`src/rtl/tank_pkg.sv`:
```
// -----------------------------------------------------------------------------
// tank_pkg
// Shared definitions for the tank game datapath:
//   - tank / bullet direction codes
//   - bullet state encoding (also the value driven on the hit output)
//   - sprite and screen dimensions
// -----------------------------------------------------------------------------
package tank_pkg;

    // Direction codes; every other 3-bit value is invalid.
    localparam logic [2:0] DIR_UP    = 3'b001;
    localparam logic [2:0] DIR_RIGHT = 3'b010;
    localparam logic [2:0] DIR_LEFT  = 3'b011;
    localparam logic [2:0] DIR_DOWN  = 3'b100;

    // Bullet state; the encoding is exported directly as hit[1:0].
    // 2'b11 is deliberately unused.
    typedef enum logic [1:0] {
        HIT_IDLE   = 2'b00,
        HIT_FLIGHT = 2'b01,
        HIT_IMPACT = 2'b10
    } bullet_state_t;

    // Sprite and screen sizes in pixels.
    localparam int BULLET_SIZE = 8;
    localparam int TANK_SIZE   = 32;
    localparam int SCREEN_W    = 640;
    localparam int SCREEN_H    = 480;

endpackage

```
`src/rtl/bullet_ctrl_if.sv`:
```
// -----------------------------------------------------------------------------
// bullet_ctrl_if
// Groups the game-side signals of the bullet controller.
//   slave  : the bullet controller (consumes tank/enemy/wall/pixel info,
//            produces the bullet position, state and pixel/kill flags)
//   master : whoever drives the game inputs (game top or testbench)
// Signals:
//   frame_clk, fire                  vsync level, fire button level
//   tankX/tankY/tank_dir             owning tank top-left and direction
//   enemyX/enemyY/enemy_alive        opposing tank
//   wallX1..4/wallY1..4              wall top-left corners
//   DrawX/DrawY                      current VGA pixel
//   bulletX/bulletY/hit              bullet top-left and state
//   is_bullet/enemy_hit              pixel-in-bullet flag, one-cycle kill pulse
// -----------------------------------------------------------------------------
interface bullet_ctrl_if;
    logic       frame_clk;
    logic       fire;
    logic [9:0] tankX;
    logic [9:0] tankY;
    logic [2:0] tank_dir;
    logic [9:0] enemyX;
    logic [9:0] enemyY;
    logic       enemy_alive;
    logic [9:0] wallX1, wallX2, wallX3, wallX4;
    logic [9:0] wallY1, wallY2, wallY3, wallY4;
    logic [9:0] DrawX;
    logic [9:0] DrawY;
    logic [9:0] bulletX;
    logic [9:0] bulletY;
    logic [1:0] hit;
    logic       is_bullet;
    logic       enemy_hit;

    modport slave (
        input  frame_clk, fire, tankX, tankY, tank_dir,
        input  enemyX, enemyY, enemy_alive,
        input  wallX1, wallX2, wallX3, wallX4,
        input  wallY1, wallY2, wallY3, wallY4,
        input  DrawX, DrawY,
        output bulletX, bulletY, hit, is_bullet, enemy_hit
    );

    modport master (
        output frame_clk, fire, tankX, tankY, tank_dir,
        output enemyX, enemyY, enemy_alive,
        output wallX1, wallX2, wallX3, wallX4,
        output wallY1, wallY2, wallY3, wallY4,
        output DrawX, DrawY,
        input  bulletX, bulletY, hit, is_bullet, enemy_hit
    );
endinterface

```
`src/rtl/rect_overlap.sv`:
```
// -----------------------------------------------------------------------------
// rect_overlap
// Combinational test of whether two axis-aligned boxes share at least one
// pixel. Boxes are inclusive: a box at x with width w covers x .. x+w-1.
// All arithmetic is 11 bits wide so box ends near the 10-bit limit do not wrap.
// Ports:
//   i_ax, i_ay, i_aw, i_ah   box A top-left and size (widths must be >= 1)
//   i_bx, i_by, i_bw, i_bh   box B top-left and size (widths must be >= 1)
//   o_overlap                1 when the boxes intersect
// -----------------------------------------------------------------------------
module rect_overlap (
    input  logic [10:0] i_ax,
    input  logic [10:0] i_ay,
    input  logic [10:0] i_aw,
    input  logic [10:0] i_ah,
    input  logic [10:0] i_bx,
    input  logic [10:0] i_by,
    input  logic [10:0] i_bw,
    input  logic [10:0] i_bh,
    output logic        o_overlap
);
    logic [10:0] w_ax_end;
    logic [10:0] w_ay_end;
    logic [10:0] w_bx_end;
    logic [10:0] w_by_end;

    assign w_ax_end = i_ax + i_aw - 11'd1;
    assign w_ay_end = i_ay + i_ah - 11'd1;
    assign w_bx_end = i_bx + i_bw - 11'd1;
    assign w_by_end = i_by + i_bh - 11'd1;

    assign o_overlap = (i_ax <= w_bx_end) && (i_bx <= w_ax_end) &&
                       (i_ay <= w_by_end) && (i_by <= w_ay_end);
endmodule

```
`src/rtl/bullet_ctrl.sv`:
```
// -----------------------------------------------------------------------------
// bullet_ctrl
// Controls one tank's bullet: spawns it in front of the tank on a fire press,
// moves it once per video frame, and ends the flight when it leaves the
// screen, hits the live enemy (kill pulse + impact animation) or hits a wall.
// Ports:
//   Clk    system clock (only clock)
//   Reset  synchronous, active-high
//   bus    bullet_ctrl_if.slave, see the interface for the signal list
// -----------------------------------------------------------------------------
module bullet_ctrl
    import tank_pkg::*;
#(
    parameter int BULLET_SPEED  = 4,
    parameter int IMPACT_FRAMES = 8,
    parameter int WALL_H_W      = 64,
    parameter int WALL_H_H      = 16,
    parameter int WALL_V_W      = 16,
    parameter int WALL_V_H      = 64
) (
    input  logic          Clk,
    input  logic          Reset,
    bullet_ctrl_if.slave  bus
);
    localparam int          CNT_W     = $clog2(IMPACT_FRAMES) + 1;
    localparam logic [10:0] SPEED     = 11'(BULLET_SPEED);
    localparam logic [10:0] B_SIZE    = 11'(BULLET_SIZE);
    localparam logic [10:0] B_LAST    = 11'(BULLET_SIZE - 1);
    localparam logic [10:0] T_SIZE    = 11'(TANK_SIZE);
    // Offset that centres the bullet across the tank's width/height.
    localparam logic [10:0] T_MID     = 11'((TANK_SIZE - BULLET_SIZE) / 2);
    localparam logic [10:0] X_MAX     = 11'(SCREEN_W - 1);
    localparam logic [10:0] Y_MAX     = 11'(SCREEN_H - 1);
    localparam logic [CNT_W-1:0] CNT_LAST = CNT_W'(IMPACT_FRAMES - 1);

    bullet_state_t    r_state, w_state_nxt;
    logic [9:0]       r_bx, r_by, w_bx_nxt, w_by_nxt;
    logic [2:0]       r_dir, w_dir_nxt;
    logic [CNT_W-1:0] r_cnt, w_cnt_nxt;
    logic             r_enemy_hit, w_enemy_hit_nxt;
    logic             r_pending;
    logic             r_fclk_s, r_fclk_p;
    logic             r_fire_s, r_fire_p;

    logic             w_tick;
    logic             w_fire_rise;

    // Edge detection on registered samples so the async-ish vsync and button
    // levels are only ever looked at through a flop.
    assign w_tick      = r_fclk_s & ~r_fclk_p;
    assign w_fire_rise = r_fire_s & ~r_fire_p;

    always_ff @(posedge Clk) begin
        if (Reset) begin
            r_fclk_s  <= 1'b0;
            r_fclk_p  <= 1'b0;
            r_fire_s  <= 1'b0;
            r_fire_p  <= 1'b0;
            r_pending <= 1'b0;
        end else begin
            r_fclk_s <= bus.frame_clk;
            r_fclk_p <= r_fclk_s;
            r_fire_s <= bus.fire;
            r_fire_p <= r_fire_s;
            // A press only arms a shot while no bullet is out; every frame
            // tick consumes the request whether or not a bullet spawned.
            if (w_tick)
                r_pending <= 1'b0;
            else if (w_fire_rise && (r_state == HIT_IDLE))
                r_pending <= 1'b1;
        end
    end

    // Spawn position in front of the tank. Underflow is checked before
    // subtracting so a tank hugging the top/left edge cannot wrap around.
    logic [10:0] w_tx, w_ty;
    logic [10:0] w_sp_x, w_sp_y;
    logic        w_sp_dir_ok;
    logic        w_sp_valid;

    assign w_tx = {1'b0, bus.tankX};
    assign w_ty = {1'b0, bus.tankY};

    always_comb begin
        w_sp_x      = '0;
        w_sp_y      = '0;
        w_sp_dir_ok = 1'b0;
        case (bus.tank_dir)
            DIR_UP: begin
                w_sp_x = w_tx + T_MID;
                if (w_ty >= B_SIZE) begin
                    w_sp_y      = w_ty - B_SIZE;
                    w_sp_dir_ok = 1'b1;
                end
            end
            DIR_DOWN: begin
                w_sp_x      = w_tx + T_MID;
                w_sp_y      = w_ty + T_SIZE;
                w_sp_dir_ok = 1'b1;
            end
            DIR_LEFT: begin
                w_sp_y = w_ty + T_MID;
                if (w_tx >= B_SIZE) begin
                    w_sp_x      = w_tx - B_SIZE;
                    w_sp_dir_ok = 1'b1;
                end
            end
            DIR_RIGHT: begin
                w_sp_x      = w_tx + T_SIZE;
                w_sp_y      = w_ty + T_MID;
                w_sp_dir_ok = 1'b1;
            end
            default: w_sp_dir_ok = 1'b0;
        endcase
    end

    assign w_sp_valid = w_sp_dir_ok &&
                        ((w_sp_x + B_LAST) <= X_MAX) &&
                        ((w_sp_y + B_LAST) <= Y_MAX);

    // Candidate next position for the flying bullet.
    logic [10:0] w_cx, w_cy;
    logic [10:0] w_nx, w_ny;
    logic        w_under;
    logic        w_leaves;

    assign w_cx = {1'b0, r_bx};
    assign w_cy = {1'b0, r_by};

    always_comb begin
        w_nx    = w_cx;
        w_ny    = w_cy;
        w_under = 1'b0;
        case (r_dir)
            DIR_UP: begin
                if (w_cy < SPEED) w_under = 1'b1;
                else              w_ny    = w_cy - SPEED;
            end
            DIR_DOWN:  w_ny = w_cy + SPEED;
            DIR_LEFT: begin
                if (w_cx < SPEED) w_under = 1'b1;
                else              w_nx    = w_cx - SPEED;
            end
            DIR_RIGHT: w_nx = w_cx + SPEED;
            default:   w_under = 1'b1;
        endcase
    end

    assign w_leaves = w_under ||
                      ((w_nx + B_LAST) > X_MAX) ||
                      ((w_ny + B_LAST) > Y_MAX);

    // Collision tests of the next bullet box against enemy and walls.
    logic w_ov_enemy;
    logic w_ov_w1, w_ov_w2, w_ov_w3, w_ov_w4;
    logic w_ov_wall;

    rect_overlap u_ov_enemy (
        .i_ax(w_nx), .i_ay(w_ny), .i_aw(B_SIZE), .i_ah(B_SIZE),
        .i_bx({1'b0, bus.enemyX}), .i_by({1'b0, bus.enemyY}),
        .i_bw(T_SIZE), .i_bh(T_SIZE),
        .o_overlap(w_ov_enemy)
    );

    rect_overlap u_ov_wall1 (
        .i_ax(w_nx), .i_ay(w_ny), .i_aw(B_SIZE), .i_ah(B_SIZE),
        .i_bx({1'b0, bus.wallX1}), .i_by({1'b0, bus.wallY1}),
        .i_bw(11'(WALL_H_W)), .i_bh(11'(WALL_H_H)),
        .o_overlap(w_ov_w1)
    );

    rect_overlap u_ov_wall2 (
        .i_ax(w_nx), .i_ay(w_ny), .i_aw(B_SIZE), .i_ah(B_SIZE),
        .i_bx({1'b0, bus.wallX2}), .i_by({1'b0, bus.wallY2}),
        .i_bw(11'(WALL_V_W)), .i_bh(11'(WALL_V_H)),
        .o_overlap(w_ov_w2)
    );

    rect_overlap u_ov_wall3 (
        .i_ax(w_nx), .i_ay(w_ny), .i_aw(B_SIZE), .i_ah(B_SIZE),
        .i_bx({1'b0, bus.wallX3}), .i_by({1'b0, bus.wallY3}),
        .i_bw(11'(WALL_H_W)), .i_bh(11'(WALL_H_H)),
        .o_overlap(w_ov_w3)
    );

    rect_overlap u_ov_wall4 (
        .i_ax(w_nx), .i_ay(w_ny), .i_aw(B_SIZE), .i_ah(B_SIZE),
        .i_bx({1'b0, bus.wallX4}), .i_by({1'b0, bus.wallY4}),
        .i_bw(11'(WALL_V_W)), .i_bh(11'(WALL_V_H)),
        .o_overlap(w_ov_w4)
    );

    assign w_ov_wall = w_ov_w1 | w_ov_w2 | w_ov_w3 | w_ov_w4;

    always_ff @(posedge Clk) begin
        if (Reset) begin
            r_state     <= HIT_IDLE;
            r_bx        <= '0;
            r_by        <= '0;
            r_dir       <= '0;
            r_cnt       <= '0;
            r_enemy_hit <= 1'b0;
        end else begin
            r_state     <= w_state_nxt;
            r_bx        <= w_bx_nxt;
            r_by        <= w_by_nxt;
            r_dir       <= w_dir_nxt;
            r_cnt       <= w_cnt_nxt;
            r_enemy_hit <= w_enemy_hit_nxt;
        end
    end

    always_comb begin
        w_state_nxt     = r_state;
        w_bx_nxt        = r_bx;
        w_by_nxt        = r_by;
        w_dir_nxt       = r_dir;
        w_cnt_nxt       = r_cnt;
        w_enemy_hit_nxt = 1'b0;
        case (r_state)
            HIT_IDLE: begin
                if (w_tick && r_pending && w_sp_valid) begin
                    w_state_nxt = HIT_FLIGHT;
                    w_bx_nxt    = w_sp_x[9:0];
                    w_by_nxt    = w_sp_y[9:0];
                    w_dir_nxt   = bus.tank_dir;
                end
            end
            HIT_FLIGHT: begin
                // Screen exit beats enemy, enemy beats wall. Wall and screen
                // exits leave the bullet at its last on-screen position.
                if (w_tick) begin
                    if (w_leaves) begin
                        w_state_nxt = HIT_IDLE;
                    end else if (w_ov_enemy && bus.enemy_alive) begin
                        w_state_nxt     = HIT_IMPACT;
                        w_bx_nxt        = w_nx[9:0];
                        w_by_nxt        = w_ny[9:0];
                        w_cnt_nxt       = '0;
                        w_enemy_hit_nxt = 1'b1;
                    end else if (w_ov_wall) begin
                        w_state_nxt = HIT_IDLE;
                    end else begin
                        w_bx_nxt = w_nx[9:0];
                        w_by_nxt = w_ny[9:0];
                    end
                end
            end
            HIT_IMPACT: begin
                if (w_tick) begin
                    if (r_cnt == CNT_LAST) begin
                        w_state_nxt = HIT_IDLE;
                        w_cnt_nxt   = '0;
                    end else begin
                        w_cnt_nxt = r_cnt + 1'b1;
                    end
                end
            end
            default: w_state_nxt = HIT_IDLE;
        endcase
    end

    logic [10:0] w_dx, w_dy;
    assign w_dx = {1'b0, bus.DrawX};
    assign w_dy = {1'b0, bus.DrawY};

    assign bus.hit       = r_state;
    assign bus.bulletX   = r_bx;
    assign bus.bulletY   = r_by;
    assign bus.enemy_hit = r_enemy_hit;
    assign bus.is_bullet = (r_state == HIT_FLIGHT) &&
                           (w_dx >= w_cx) && (w_dx <= w_cx + B_LAST) &&
                           (w_dy >= w_cy) && (w_dy <= w_cy + B_LAST);
endmodule

```
`src/flat_wrapper.sv`:
```
// flat-port wrapper written by rule: the top's interface ports become plain ports
module bullet_ctrl_flat import tank_pkg::*;
#(
    parameter int BULLET_SPEED  = 4,
    parameter int IMPACT_FRAMES = 8,
    parameter int WALL_H_W      = 64,
    parameter int WALL_H_H      = 16,
    parameter int WALL_V_W      = 16,
    parameter int WALL_V_H      = 64
)
  (Clk, Reset, bus_frame_clk, bus_fire, bus_tankX, bus_tankY, bus_tank_dir, bus_enemyX, bus_enemyY, bus_enemy_alive, bus_wallX1, bus_wallX2, bus_wallX3, bus_wallX4, bus_wallY1, bus_wallY2, bus_wallY3, bus_wallY4, bus_DrawX, bus_DrawY, bus_bulletX, bus_bulletY, bus_hit, bus_is_bullet, bus_enemy_hit);
  bullet_ctrl_if bus_i ();
  input  logic Clk;
  input  logic Reset;
  input wire logic [$bits(bus_i.frame_clk)-1:0] bus_frame_clk;
  input wire logic [$bits(bus_i.fire)-1:0] bus_fire;
  input wire logic [$bits(bus_i.tankX)-1:0] bus_tankX;
  input wire logic [$bits(bus_i.tankY)-1:0] bus_tankY;
  input wire logic [$bits(bus_i.tank_dir)-1:0] bus_tank_dir;
  input wire logic [$bits(bus_i.enemyX)-1:0] bus_enemyX;
  input wire logic [$bits(bus_i.enemyY)-1:0] bus_enemyY;
  input wire logic [$bits(bus_i.enemy_alive)-1:0] bus_enemy_alive;
  input wire logic [$bits(bus_i.wallX1)-1:0] bus_wallX1;
  input wire logic [$bits(bus_i.wallX2)-1:0] bus_wallX2;
  input wire logic [$bits(bus_i.wallX3)-1:0] bus_wallX3;
  input wire logic [$bits(bus_i.wallX4)-1:0] bus_wallX4;
  input wire logic [$bits(bus_i.wallY1)-1:0] bus_wallY1;
  input wire logic [$bits(bus_i.wallY2)-1:0] bus_wallY2;
  input wire logic [$bits(bus_i.wallY3)-1:0] bus_wallY3;
  input wire logic [$bits(bus_i.wallY4)-1:0] bus_wallY4;
  input wire logic [$bits(bus_i.DrawX)-1:0] bus_DrawX;
  input wire logic [$bits(bus_i.DrawY)-1:0] bus_DrawY;
  output wire logic [$bits(bus_i.bulletX)-1:0] bus_bulletX;
  output wire logic [$bits(bus_i.bulletY)-1:0] bus_bulletY;
  output wire logic [$bits(bus_i.hit)-1:0] bus_hit;
  output wire logic [$bits(bus_i.is_bullet)-1:0] bus_is_bullet;
  output wire logic [$bits(bus_i.enemy_hit)-1:0] bus_enemy_hit;
  assign bus_i.frame_clk = bus_frame_clk;
  assign bus_i.fire = bus_fire;
  assign bus_i.tankX = bus_tankX;
  assign bus_i.tankY = bus_tankY;
  assign bus_i.tank_dir = bus_tank_dir;
  assign bus_i.enemyX = bus_enemyX;
  assign bus_i.enemyY = bus_enemyY;
  assign bus_i.enemy_alive = bus_enemy_alive;
  assign bus_i.wallX1 = bus_wallX1;
  assign bus_i.wallX2 = bus_wallX2;
  assign bus_i.wallX3 = bus_wallX3;
  assign bus_i.wallX4 = bus_wallX4;
  assign bus_i.wallY1 = bus_wallY1;
  assign bus_i.wallY2 = bus_wallY2;
  assign bus_i.wallY3 = bus_wallY3;
  assign bus_i.wallY4 = bus_wallY4;
  assign bus_i.DrawX = bus_DrawX;
  assign bus_i.DrawY = bus_DrawY;
  assign bus_bulletX = bus_i.bulletX;
  assign bus_bulletY = bus_i.bulletY;
  assign bus_hit = bus_i.hit;
  assign bus_is_bullet = bus_i.is_bullet;
  assign bus_enemy_hit = bus_i.enemy_hit;
  bullet_ctrl #(.BULLET_SPEED(BULLET_SPEED), .IMPACT_FRAMES(IMPACT_FRAMES), .WALL_H_W(WALL_H_W), .WALL_H_H(WALL_H_H), .WALL_V_W(WALL_V_W), .WALL_V_H(WALL_V_H)) u_core (.Clk(Clk), .Reset(Reset), .bus(bus_i));
endmodule
```
`config.mk`:
```
export PLATFORM = sky130hd
export DESIGN_NAME = bullet_ctrl_flat
export DESIGN_NICKNAME = d
export VERILOG_FILES = /design/src/rtl/tank_pkg.sv /design/src/rtl/bullet_ctrl_if.sv /design/src/rtl/rect_overlap.sv /design/src/rtl/bullet_ctrl.sv /design/src/flat_wrapper.sv
export SDC_FILE = /design/constraint.sdc
export NUM_CORES = 1
export LEC_CHECK = 0
export ABC_AREA = 1
export BUFFER_PORTS_ARGS = -buffer_cell sky130_fd_sc_hd__clkbuf_2
export CAP_MARGIN = 20
export CORE_ASPECT_RATIO = 1.2
export CORE_MARGIN = 4
export CORE_UTILIZATION = 45
export CTS_CLUSTER_DIAMETER = 60
export DETAILED_ROUTE_END_ITERATION = 10
export PLACE_DENSITY = 0.63
export SKIP_LAST_GASP = 1
export SYNTH_ARGS = -nofsm -noshare
export SYNTH_HDL_FRONTEND = slang
export SYNTH_SLANG_ARGS = --single-unit
```
`constraint.sdc`:
```
create_clock -name Clk -period 9.15 [get_ports Clk]
set_clock_uncertainty 0.05 [all_clocks]
set_input_delay 0.915 -clock Clk [delete_from_list [all_inputs] [get_ports Clk]]
set_output_delay 0.915 -clock Clk [all_outputs]
set_load 0.02 [all_outputs]
```
==> metrics.md, run 1 <==
| Metric | Value |
|---|---|
| Startpoint types | `flip-flop` |
| Vias per Instance | `about 5.6` |
| Initial DRC count | `roughly 800` |
| Hold_ws | `~380 ps` |
| Hold depth | `1` |
| Pleak | `0.007060 uW` |
| Share of layout cells above drive strength 1 | `13.55%` |
| Cell count after synthesis | `1965` |
| RR Endpoint | `u_core.bus.bulletX[2]$_SDFFE_PP0P_` |
| WP data required | `9320 ps` |
| Seq/Total Area, Yosys | `~5.7%` |
| Max Buffers Root-to-Sink | `2` |
| FF-to-FF Start | `u_core.bus.bulletY[7]$_SDFFE_PP0P_` |
| Status | `completed` |
| Post-cts resize count | `0` |
| Root Driver | `clkbuf_16` |
| Syn_area_per_cell | `approximately 6.3 um^2` |
| Worst rel slew slack | `35.94%` |
| Drt pass-1 iters | `5` |
| Initial antenna violation count | `0` |
| End of the worst hold path | `u_core.bus.enemy_hit$_SDFF_PP0_` |
| Die W | `159.4 um` |
| Critical Path AT | `5260 ps` |
| Vias in the first global route | `13260` |
| Final setup viols | `0` |
| Final Instance Area | `~0.014 mm^2` |
| Worst hold path class | `flip-flop to flip-flop` |
| Post-synth EDFFs | `0` |
| Most frequent CP cell | `nand2_1` |
| # diodes | `0` |
| Synthesized flop and latch total | `35` |
| Total Routed Length | `40410 um` |
| Max VDD drop | `a little under 0.09 mV` |
| Critical path fanouts, max | `17` |
| Worst-margin pin slew | `954.0 ps` |
| Setup TNS Final | `0 ps` |
| Pwr dens | `around 190 mW/mm^2` |
| Count of different cell masters after synthesis | `66` |
| Routed via count | `13790` |
| First-pass GRT wire length | `65280 um` |
| HP Start | `u_core.r_fclk_p$_SDFF_PP0_` |
| Antenna Violating Nets Remaining | `0` |
| TritonCTS clock tree | `built` |
| Min Tclk post-route | `between 5000 and 6000 ps` |
| Ys async rst share | `0%` |
| Worst setup EP type | `flip-flop` |
| CP Class | `flip-flop to flip-flop` |
| Most common cell after layout, fill and taps aside | `nand2_1` |
| DPL Wire Length | `33440 um` |
| Initial Util | `between 40% and 50%` |
| CP max stage delay | `670 ps` |
| Largest net degree at the start of global routing | `27` |
| Reg2reg path depth | `26` |
| Total gr overflow | `0` |
| Die Y | `189.6 um` |
| Drt drc | `0` |
| Hold Vio Cnt, Final | `0` |
| Placed Area | `about 0.013 mm^2` |
| Slowest CP cell | `xor2_1` |
| GRT Total Usage | `roughly 26%` |
| Clock Pin Slew Worst Setup and Hold Paths | `60 ps` |
| Ports | `172` |
| IO buf count | `171` |
| Routability cong. | `0.9415` |
| Synthesized cell area | `0.01237 mm^2` |
| Num Clock Sinks | `35` |
| Core Region | `around 0.027 mm^2` |
| Row cnt | `66` |
| RSZ-0062 raised after global routing | `no` |
| Top_reg_cell synth | `dfxtp_1` |
| Fill cells | `2900` |
| Pins Over Slew Limit | `0` |
| Commonest cells after routing, fill and taps aside | `nand2_1 (452), ha_1 (254), inv_1 (207)` |
| CTS Buf Count | `5` |
| Syn-to-layout area delta | `10.15%` |
| Max Clock Freq | `~0.20 GHz` |
| Post-cts hold buffer count | `0` |
| Drt wl/cell | `between 15 and 20 um` |
| Total of max-cap violations | `0` |
| Area of the die | `about 0.030 mm^2` |
| Synthesized Nets | `2367` |
| H-tree levels | `2` |
| Final Util | `50.31%` |
| Reg-to-reg slack, setup | `4050 ps` |
| Total power | `2527 uW` |
| Post-CTS Repair Setup Buffers | `0` |
| Total number of yosys warnings | `0` |
| Final period util | `55.72%` |
| Number of nets in the layout | `2521` |
| Worst skew pair latency | `between 200 and 300 ps` |
how the worst max path moves through the flow:
stage	startpoint	end
finish	u_core.bus.bulletY[7]$_SDFFE_PP0P_	u_core.bus.bulletX[2]$_SDFFE_PP0P_
floorplan	u_core.bus.bulletY[0]$_SDFFE_PP0P_	bus_is_bullet
CTS	u_core.bus.bulletX[1]$_SDFFE_PP0P_	bus_is_bullet
global route	u_core.bus.bulletY[2]$_SDFFE_PP0P_	u_core.bus.bulletY[4]$_SDFFE_PP0P_
detailed placement	u_core.bus.bulletY[2]$_SDFFE_PP0P_	u_core.bus.bulletY[2]$_SDFFE_PP0P_
global placement	u_core.bus.bulletY[3]$_SDFFE_PP0P_	u_core.bus.bulletY[9]$_SDFFE_PP0P_
worst max-delay path: cells and delay by family, from the launching register on:
| family | cells | cell delay (ps) |
|---|---|---|
| XOR/XNOR | 1 | 670 |
| buffers and inverters | 3 | 390 |
| AND/OR/NAND/NOR | 13 | 1430 |
| adder cells (fa/ha/maj) | 1 | 220 |
| AO/OA/AOI/OAI | 8 | 1700 |
| flip-flops | 1 | 550 |
stage by stage:
| stage | worst slack, ps | instances |
|---|---|---|
| floorplan | 4933 | 1965 |
| global placement | 4133 | 2452 |
| detailed placement | 4154 | 2452 |
| CTS | 4075 | 2458 |
| global route | 3571 | 2458 |
| finish | 4051 | 2458 |
cells by family after synthesis:
| group | count (synthesis) | synth area share, % |
|---|---|---|
| compound gates | 336 | 16.62 |
| fa+ha+maj | 254 | 25.69 |
| simple gates | 966 | 35.33 |
| xor+xnor | 117 | 8.283 |
| flops | 35 | 5.663 |
| buf+inv | 257 | 8.424 |
state kept, by name, summed over array words and instances (netlist names):
signal	flops
u_core.bus.bulletX	10
u_core.bus.bulletY	10
u_core.r_cnt	4
u_core.r_dir	3
u_core.bus.hit	2
u_core.bus.enemy_hit	1
u_core.r_fclk_p	1
u_core.r_fclk_s	1
u_core.r_fire_p	1
u_core.r_fire_s	1
u_core.r_pending	1
area by class of cell:
type | count | area [um^2] | share of cell area, %
Inverter | 231 | 869.6 | 6.381
Multi-Input combinational cell | 1673 | 10630 | 77.99
Sequential cell | 35 | 700.7 | 5.141
Tap cell | 340 | 425.4 | 3.122
Clock inverter | 1 | 7.507 | 0.05509
Clock buffer | 5 | 125.1 | 0.9181
Timing Repair Buffer | 173 | 870.8 | 6.390
layer usage:
metal / part of all wire, % / track usage (%) / vias to the layer above
li1: - / - / 7010
met1: 42 / 32.33 / 6305
met2: 49 / 47.71 / 411
met3: 6.0 / 2.405 / 63
met4: 2.7 / 7.412 / 0
met5: 0 / 0 / -
where the power goes:
part | internal (uW) | switching, uW
registers | 188 | 89.2
clock network | 97.7 | 64.3
logic | 711 | 1380
synthesized netlist by cell type, drive strengths merged, types with 9 or more instances:
library cell,count,area [um^2]
nor4,9,56.30
nand3,152,828.3
a31oi,10,62.56
a21oi,126,668.2
o211ai,13,97.59
a21o,11,82.58
or2,9,56.30
o21a,16,121.4
ha,254,3178
inv,231,869.6
dfxtp,35,700.7
o21ai,104,550.5
nand2,476,1877
buf,19,146.4
nor3,33,170.2
xnor2,25,219.0
nand4,54,337.8
nor2,210,872.1
nand3b,12,90.09
xor2,92,805.8
No activity file was read; power rests on OpenSTA's default activity.
==> run 2, diff against run 1 <==
--- a/config.mk
+++ b/config.mk
@@ -13,7 +13,7 @@
 export CORE_UTILIZATION = 45
 export CTS_CLUSTER_DIAMETER = 60
 export DETAILED_ROUTE_END_ITERATION = 10
-export PLACE_DENSITY = 0.63
+export PLACE_DENSITY = 0.66
 export SKIP_LAST_GASP = 1
 export SYNTH_ARGS = -nofsm -noshare
 export SYNTH_HDL_FRONTEND = slang
==> constraint.sdc (replaced) <==
create_clock -name Clk -period 4.45 [get_ports Clk]
set_clock_uncertainty 0.05 [all_clocks]
set_input_delay 0.445 -clock Clk [delete_from_list [all_inputs] [get_ports Clk]]
set_output_delay 0.445 -clock Clk [all_outputs]
set_load 0.02 [all_outputs]
==> metrics.md, run 2 (synthesis gave the netlist of run 1 again) <==
| Metric | Value |
|---|---|
| Status | `completed` |
| Hold_ws | `296.1 ps (-79.44 ps)` |
| Initial Util | `45.68% (unchanged)` |
| Total of max-cap violations | `0 (unchanged)` |
| Final period util | `94.51% (+39 points)` |
| Worst skew pair latency | `280 ps (about the same)` |
| Initial DRC count | `790 (-4.1%)` |
| Commonest cells after routing, fill and taps aside | `nand2_1 (451), ha_1 (253), inv_1 (201)` |
| Ports | `172 (unchanged)` |
| Largest net degree at the start of global routing | `27 (unchanged)` |
| IO buf count | `171 (unchanged)` |
| Vias per Instance | `5.538 (-1.3%)` |
| Final Instance Area | `0.01426 mm^2 (+4.6%)` |
| Num Clock Sinks | `35 (unchanged)` |
| Critical Path AT | `4330 ps (-930 ps)` |
| Startpoint types | `flip-flop` |
| Total gr overflow | `0 (unchanged)` |
| Row cnt | `66 (unchanged)` |
| Reg2reg path depth | `29 (+12%)` |
| Most frequent CP cell | `nand2_1` |
| Initial antenna violation count | `0 (unchanged)` |
| Syn-to-layout area delta | `15.24%` |
| # diodes | `0 (unchanged)` |
| Area of the die | `0.03022 mm^2 (unchanged)` |
| Worst hold path class | `input port to flip-flop` |
| Slowest CP cell | `o21ai_4` |
| Fill cells | `2824 (-2.6%)` |
| Vias in the first global route | `13350 (+0.66%)` |
| Fin cells | `2527 (+2.8%)` |
| Final setup viols | `0 (unchanged)` |
| CP Class | `flip-flop to flip-flop` |
| Final Util | `52.64% (+2.3 points)` |
| WP data required | `4580 ps (-4740 ps)` |
| Critical Path Sink | `u_core.bus.bulletX[4]$_SDFFE_PP0P_` |
| Worst-margin pin slew | `789.8 ps (-164.3 ps)` |
| Drt pass-1 iters | `5 (unchanged)` |
| Most common cell after layout, fill and taps aside | `nand2_1` |
| Die Y | `189.6 um (unchanged)` |
| Clock Pin Slew Worst Setup and Hold Paths | `60 ps (about the same)` |
| CP max stage delay | `320 ps (-350 ps)` |
| Total Routed Length | `41070 um (+1.6%)` |
| Antenna Violating Nets Remaining | `0 (unchanged)` |
| First-pass GRT wire length | `65060 um (-0.34%)` |
| Placed Cells | `2506 (+2.2%)` |
| Share of layout cells above drive strength 1 | `17.42% (+3.9 points)` |
| Worst rel slew slack | `47.29% (+11 points)` |
| Worst setup EP type | `flip-flop` |
| Placed Area | `0.01390 mm^2 (+3.0%)` |
| Hold Vio Cnt, Final | `0 (unchanged)` |
| RR Endpoint | `u_core.bus.bulletX[4]$_SDFFE_PP0P_` |
| Setup crit start | `u_core.bus.bulletY[3]$_SDFFE_PP0P_` |
| Die W | `159.4 um (unchanged)` |
| Root Driver | `clkbuf_16` |
| Max VDD drop | `0.2145 mV (+140%)` |
| CTS Buf Count | `5 (unchanged)` |
| Pwr dens | `391.3 mW/mm^2 (+110%)` |
| Routed via count | `14000 (+1.5%)` |
| Pins Over Slew Limit | `0 (unchanged)` |
| Max Clock Freq | `0.2378 GHz (+21%)` |
| TritonCTS clock tree | `built` |
| Critical path fanouts, max | `7 (-10)` |
| DPL Wire Length | `34540 um (+3.3%)` |
| Drt drc | `0 (unchanged)` |
| Routability cong. | `0.9777 (+3.8%)` |
| Min Tclk post-route | `4206 ps (-892.8 ps)` |
| Reg-to-reg slack, setup | `240 ps (-3810 ps)` |
| Number of nets in the layout | `2588 (+2.7%)` |
| H-tree levels | `2 (unchanged)` |
| Pleak | `0.007403 uW (+4.9%)` |
| Drt wl/cell | `16.25 um (-1.1%)` |
| GRT Total Usage | `25.83% (-0.14 points)` |
| Core Region | `0.02709 mm^2 (unchanged)` |
| Max Buffers Root-to-Sink | `2 (unchanged)` |
| FF-to-FF Start | `u_core.bus.bulletY[3]$_SDFFE_PP0P_` |
[run 2: cell types whose count changed in the layout (fill, tap and decap cells not counted), moves of 3 or more]
cell,delta
buf_4,+65
inv_1,-6
dfxtp_1,-5
dfxtp_2,+5
inv_2,+4
nor2_1,-4
o21ai_0,-3
[run 2: per-stage QoR]
stage | TNS, ps | worst slack [ps] | total power, uW
4_1_cts | 0 | 6.450 | 5444
3_5_place_dp | -4527 | -278.0 | 5044
6_report | 0 | 244.3 | 5578
3_3_place_gp | -3426 | -245.2 | 4966
5_1_grt | -19.18 | -19.18 | 6203
2_1_floorplan | 0 | 386.5 | 3654
[run 2: worst min path at each step]
stage / endpoint / startpoint / cells after the start / slack (ps)
global route: u_core.r_fire_s$_SDFF_PP0_ / bus_fire / 3 / 310
floorplan: u_core.bus.enemy_hit$_SDFF_PP0_ / u_core.r_fclk_p$_SDFF_PP0_ / 1 / 350
detailed placement: u_core.bus.enemy_hit$_SDFF_PP0_ / u_core.r_fclk_p$_SDFF_PP0_ / 1 / 380
CTS: u_core.r_fclk_s$_SDFF_PP0_ / bus_frame_clk / 3 / 290
finish: u_core.r_fclk_s$_SDFF_PP0_ / bus_frame_clk / 3 / 300
global placement: u_core.bus.enemy_hit$_SDFF_PP0_ / u_core.r_fclk_p$_SDFF_PP0_ / 1 / 370
[run 2: power by group]
| part | internal, uW | switching [uW] |
|---|---|---|
| clock | 239 | 138 |
| combinational | 1720 | 2970 |
| sequential | 390 | 116 |
[run 2: routing by layer]
metal | up-vias | global-route usage (%) | part of all wire [%]
met5 | - | 0 | 0
met4 | 0 | 9.382 | 3.9
met3 | 89 | 2.492 | 4.8
met2 | 393 | 47.65 | 49
met1 | 6369 | 31.15 | 43
li1 | 7144 | - | -
[run 2: layout make-up]
type / count / area (um^2) / share of cell area, %
clock buffer: 8 / 156.4 / 1.097
inverter: 231 / 875.8 / 6.143
multi-input combinational: 1674 / 10720 / 75.21
sequential: 35 / 706.9 / 4.958
tap: 340 / 425.4 / 2.984
timing repair buffer: 239 / 1370 / 9.609
[run 2: worst max-delay path: cells and delay by family, from the launching register on]
family                     cells  cell delay [ps]
and+or+nand+nor               15             1280
xor gates and xnor gates       1              170
adders and majority gates      1              270
DFF                            1              310
buffers and inverters          6              900
AOI/OAI and AO/OA              6             1090
[run 2: timing repair]
action / CTS / global route
setup buffers: 0 / 12
endpoints found under the setup margin: 23 / 23
gates cloned: 0 / 1
pin swaps: 0 / 4
hold buffers: 0 / 0
gates resized for setup: 2 / 35
==> run 3, diff against run 2 <==
--- a/config.mk
+++ b/config.mk
@@ -5,7 +5,6 @@
 export SDC_FILE = /design/constraint.sdc
 export NUM_CORES = 1
 export LEC_CHECK = 0
-export ABC_AREA = 1
 export BUFFER_PORTS_ARGS = -buffer_cell sky130_fd_sc_hd__clkbuf_2
 export CAP_MARGIN = 20
 export CORE_ASPECT_RATIO = 1.2
@@ -13,7 +12,7 @@
 export CORE_UTILIZATION = 45
 export CTS_CLUSTER_DIAMETER = 60
 export DETAILED_ROUTE_END_ITERATION = 10
-export PLACE_DENSITY = 0.66
+export PLACE_DENSITY = 0.65
 export SKIP_LAST_GASP = 1
 export SYNTH_ARGS = -nofsm -noshare
 export SYNTH_HDL_FRONTEND = slang
==> metrics.md, run 3 <==
| Metric | Value |
|---|---|
| Vias in the first global route | `14780 (+11%)` |
| CP Class | `flip-flop to flip-flop` |
| Max Clock Freq | `0.2213 GHz (-6.9%)` |
| Most frequent cell after synthesis | `ha_1` |
| CP Buf/Inv Count | `2 (-4)` |
| Hold_ws | `311.4 ps (+15.29 ps)` |
| RSZ-0062 raised after global routing | `yes` |
| Drt wl/cell | `19.62 um (+21%)` |
| Seq/Total Area, Yosys | `5.524% (-0.14 points)` |
| Hold Vio Cnt, Final | `0 (unchanged)` |
| Most frequent cells after synthesis | `ha_1 (254), nand2_1 (149), a21oi_1 (105)` |
| Pleak | `0.007815 uW (+5.6%)` |
| Total number of yosys warnings | `0 (unchanged)` |
| Hold depth | `2 (-1)` |
| Worst setup EP type | `flip-flop` |
| Pins Over Slew Limit | `0 (unchanged)` |
| Final period util | `101.5% (+7.0 points)` |
| Final setup viols | `15 (+15)` |
| Count of different cell masters after synthesis | `107 (+62%)` |
| Fin cells | `2485 (-1.7%)` |
| Syn_area_per_cell | `7.492 um^2 (+19%)` |
| IO buf count | `171 (unchanged)` |
| Critical path fanouts, max | `6 (-1)` |
| Multi-input gate area | `0.01196 mm^2 (+12%)` |
| GRT Total Usage | `29.96% (+4.1 points)` |
| Worst rel slew slack | `49.56% (+2.3 points)` |
| Reg-to-reg slack, setup | `-70 ps (-310 ps)` |
| # diodes | `0 (unchanged)` |
| Largest net degree at the start of global routing | `35 (+30%)` |
| CTS Buf Count | `5 (unchanged)` |
| Area of the die | `0.03095 mm^2 (+2.4%)` |
| Placed Cells | `2434 (-2.9%)` |
| Initial antenna violation count | `0 (unchanged)` |
| Status | `finished, violations left` |
| WP data required | `4580 ps (about the same)` |
| Share of layout cells above drive strength 1 | `29.77% (+12 points)` |
| Max Buffers Root-to-Sink | `2 (unchanged)` |
| Commonest cells after routing, fill and taps aside | `buf_4 (270), ha_1 (252), clkbuf_2 (171)` |
| Drt pass-1 iters | `5 (unchanged)` |
| CP delay by family, top | `compound AO/OA/AOI/OAI gates` |
| Total gr overflow | `0 (unchanged)` |
| Critical Path Sink | `u_core.bus.bulletX[5]$_SDFFE_PP0P_` |
| Final Util | `60.65% (+8.0 points)` |
| Most common cell after layout, fill and taps aside | `buf_4` |
| DPL Wire Length | `40630 um (+18%)` |
| Crit. path cell count | `18 (-38%)` |
| FF-to-FF Start | `u_core.r_dir[1]$_SDFFE_PP0P_` |
| Routed via count | `14920 (+6.6%)` |
| Initial Util | `45.57% (-0.10 points)` |
| Drt drc | `0 (unchanged)` |
| Die Y | `191.9 um (+1.2%)` |
| Cells along the critical path | `buf_6 > or3b_4 > or4_4 > a21o_1 > nand2_2 > a21oi_2 > or2_4 > ha_1 > nand2b_1 > a211oi_2 > nor4_4 > a211oi_2 > o221ai_2 > a21o_1 > a211oi_4 > o221ai_4 > buf_6 > mux2_4` |
| Ys async rst share | `0% (unchanged)` |
| Synthesized Nets | `2095 (-11%)` |
| Slowest CP cell | `or4_4` |
| Initial DRC count | `1014 (+28%)` |
| Pwr dens | `145.2 mW/mm^2 (-63%)` |
| Register area | `719.4 um^2 (+1.8%)` |
| Number of nets in the layout | `2507 (-3.1%)` |
| Synthesized cell area | `0.01268 mm^2 (+2.5%)` |
| Synthesized flop and latch total | `35 (unchanged)` |
| Syn-to-layout area delta | `33.09%` |
| Dpl ws | `-286.5 ps (-8.565 ps)` |
| Antenna Violating Nets Remaining | `0 (unchanged)` |
| Final WS setup | `-67.96 ps (-312.2 ps)` |
| RR Endpoint | `u_core.bus.bulletX[5]$_SDFFE_PP0P_` |
| Root Driver | `clkbuf_16` |
| Setup crit start | `u_core.r_dir[1]$_SDFFE_PP0P_` |
| Vias per Instance | `6.003 (+8.4%)` |
| Setup TNS Final | `-512.1 ps (-512.1 ps)` |
| Max VDD drop | `0.1532 mV (-29%)` |
| Total Routed Length | `48770 um (+19%)` |
| Num Clock Sinks | `35 (unchanged)` |
| Synth area leaders | `ha_1 (25%), dfxtp_1 (5.5%), xnor2_1 (5.4%)` |
| Startpoint types | `flip-flop` |
| Min Tclk post-route | `4518 ps (+312.2 ps)` |
| TritonCTS clock tree | `built` |
| First-pass GRT wire length | `75440 um (+16%)` |
| Critical Path AT | `4650 ps (+320 ps)` |
| Share of the synthesized area in the top cell type | `25.06% (-0.63 points)` |
| Reg2reg path depth | `18 (-38%)` |
| CP max stage delay | `540 ps (+220 ps)` |
| Worst hold path class | `input port to flip-flop` |
| H-tree levels | `2 (unchanged)` |
| Ports | `172 (unchanged)` |
| Fill cells | `2580 (-8.6%)` |
| Clock Pin Slew Worst Setup and Hold Paths | `60 ps (about the same)` |
| Failing checks | `setup timing` |
| Core Region | `0.02783 mm^2 (+2.8%)` |
| Top_reg_cell synth | `dfxtp_1` |
| Die W | `161.3 um (+1.2%)` |
| Worst-margin pin slew | `756.5 ps (-33.23 ps)` |
| Row cnt | `67 (+1.5%)` |
| Cell count after synthesis | `1693 (-14%)` |
| Total of max-cap violations | `0 (unchanged)` |
| Worst skew pair latency | `290 ps (about the same)` |
| Yosys top cell by area | `ha_1` |
| Post-synth EDFFs | `0 (unchanged)` |
| Routability cong. | `0.9764 (-0.13%)` |
==> run 3: changes by cell type after synthesis, moves of 34 or more <==
cell / previous run / this run
nand2b_1: 0 / 36
nor2_1: 188 / 104
nand2_1: 452 / 149
nand3_1: 140 / 68
xor2_1: 92 / 48
xnor2_1: 25 / 78
nor2b_1: 0 / 34
inv_1: 207 / 78
==> run 3: cell type report <==
cell class                 instances  share of cell area [%]
sequential                        35                   4.262
clock buffer                       6                  0.8895
inverter                          85                   2.016
tap                              379                   2.809
multi-input combinational       1515                   70.87
timing repair buffer             463                   18.93
clock inverter                     2                  0.2224
==> run 3: timing repair <==
action,CTS,global route
cloned,0,0
endpoints found under the setup margin,22,24
pin swaps,22,53
hold buffers,0,0
setup buffers,33,14
gates resized for setup,37,92
==> run 3: where the power goes <==
| part | total [uW] | leakage, uW | internal, uW | switching (uW) |
|---|---|---|---|---|
| combinational | 1670 | 0.00744 | 743 | 924 |
| clock | 443 | 0.0000882 | 298 | 145 |
| sequential | 341 | 0.000289 | 327 | 14.1 |
| total | 2450 | 0.00781 | 1370 | 1080 |
==> run 3: stage by stage <==
stage / total power, uW / instance area [um^2]
2_1_floorplan: 1292 / 12880
3_3_place_gp: 1866 / 15850
3_5_place_dp: 1893 / 15850
4_1_cts: 2385 / 16420
5_1_grt: 2628 / 16880
6_report: 2450 / 16880
==> run 3: how the worst min path moves through the flow <==
stage / startpoint / end / slack (ps)
after global routing: bus_fire / u_core.r_fire_s$_SDFF_PP0_ / 330
after detailed placement: u_core.r_fclk_p$_SDFF_PP0_ / u_core.bus.enemy_hit$_SDFF_PP0_ / 390
after floorplan: u_core.r_fclk_p$_SDFF_PP0_ / u_core.bus.enemy_hit$_SDFF_PP0_ / 360
final: bus_fire / u_core.r_fire_s$_SDFF_PP0_ / 310
after global placement: u_core.r_fclk_p$_SDFF_PP0_ / u_core.bus.enemy_hit$_SDFF_PP0_ / 390
after CTS: bus_fire / u_core.r_fire_s$_SDFF_PP0_ / 310
==> run 3: logic make-up after synthesis <==
group | count (synthesis) | share of synthesized area [%]
flip-flops | 35 | 5.524
multiplexers | 25 | 2.131
AO/OA/AOI/OAI | 465 | 25.78
XOR/XNOR | 133 | 9.845
buffers and inverters | 143 | 4.775
adder cells (fa/ha/maj) | 260 | 25.53
AND/OR/NAND/NOR | 632 | 26.42
==> run 3: worst reg2reg max path, stage by stage, from the launching register on <==
cell,delay (ps)
dfxtp_4,380
buf_6,110
or3b_4,380
or4_4,540
a21o_1,220
nand2_2,110
a21oi_2,50
or2_4,300
ha_1,300
nand2b_1,130
a211oi_2,260
nor4_4,90
a211oi_2,180
o221ai_2,160
a21o_1,240
a211oi_4,300
o221ai_4,160
buf_6,160
mux2_4,290
==> run 3: routing by layer <==
layer  track usage [%]  share of wire (%)
met4             15.00                5.2
met5                 0                  0
met1             33.63                 39
met2             55.38                 50
met3             4.057                6.3
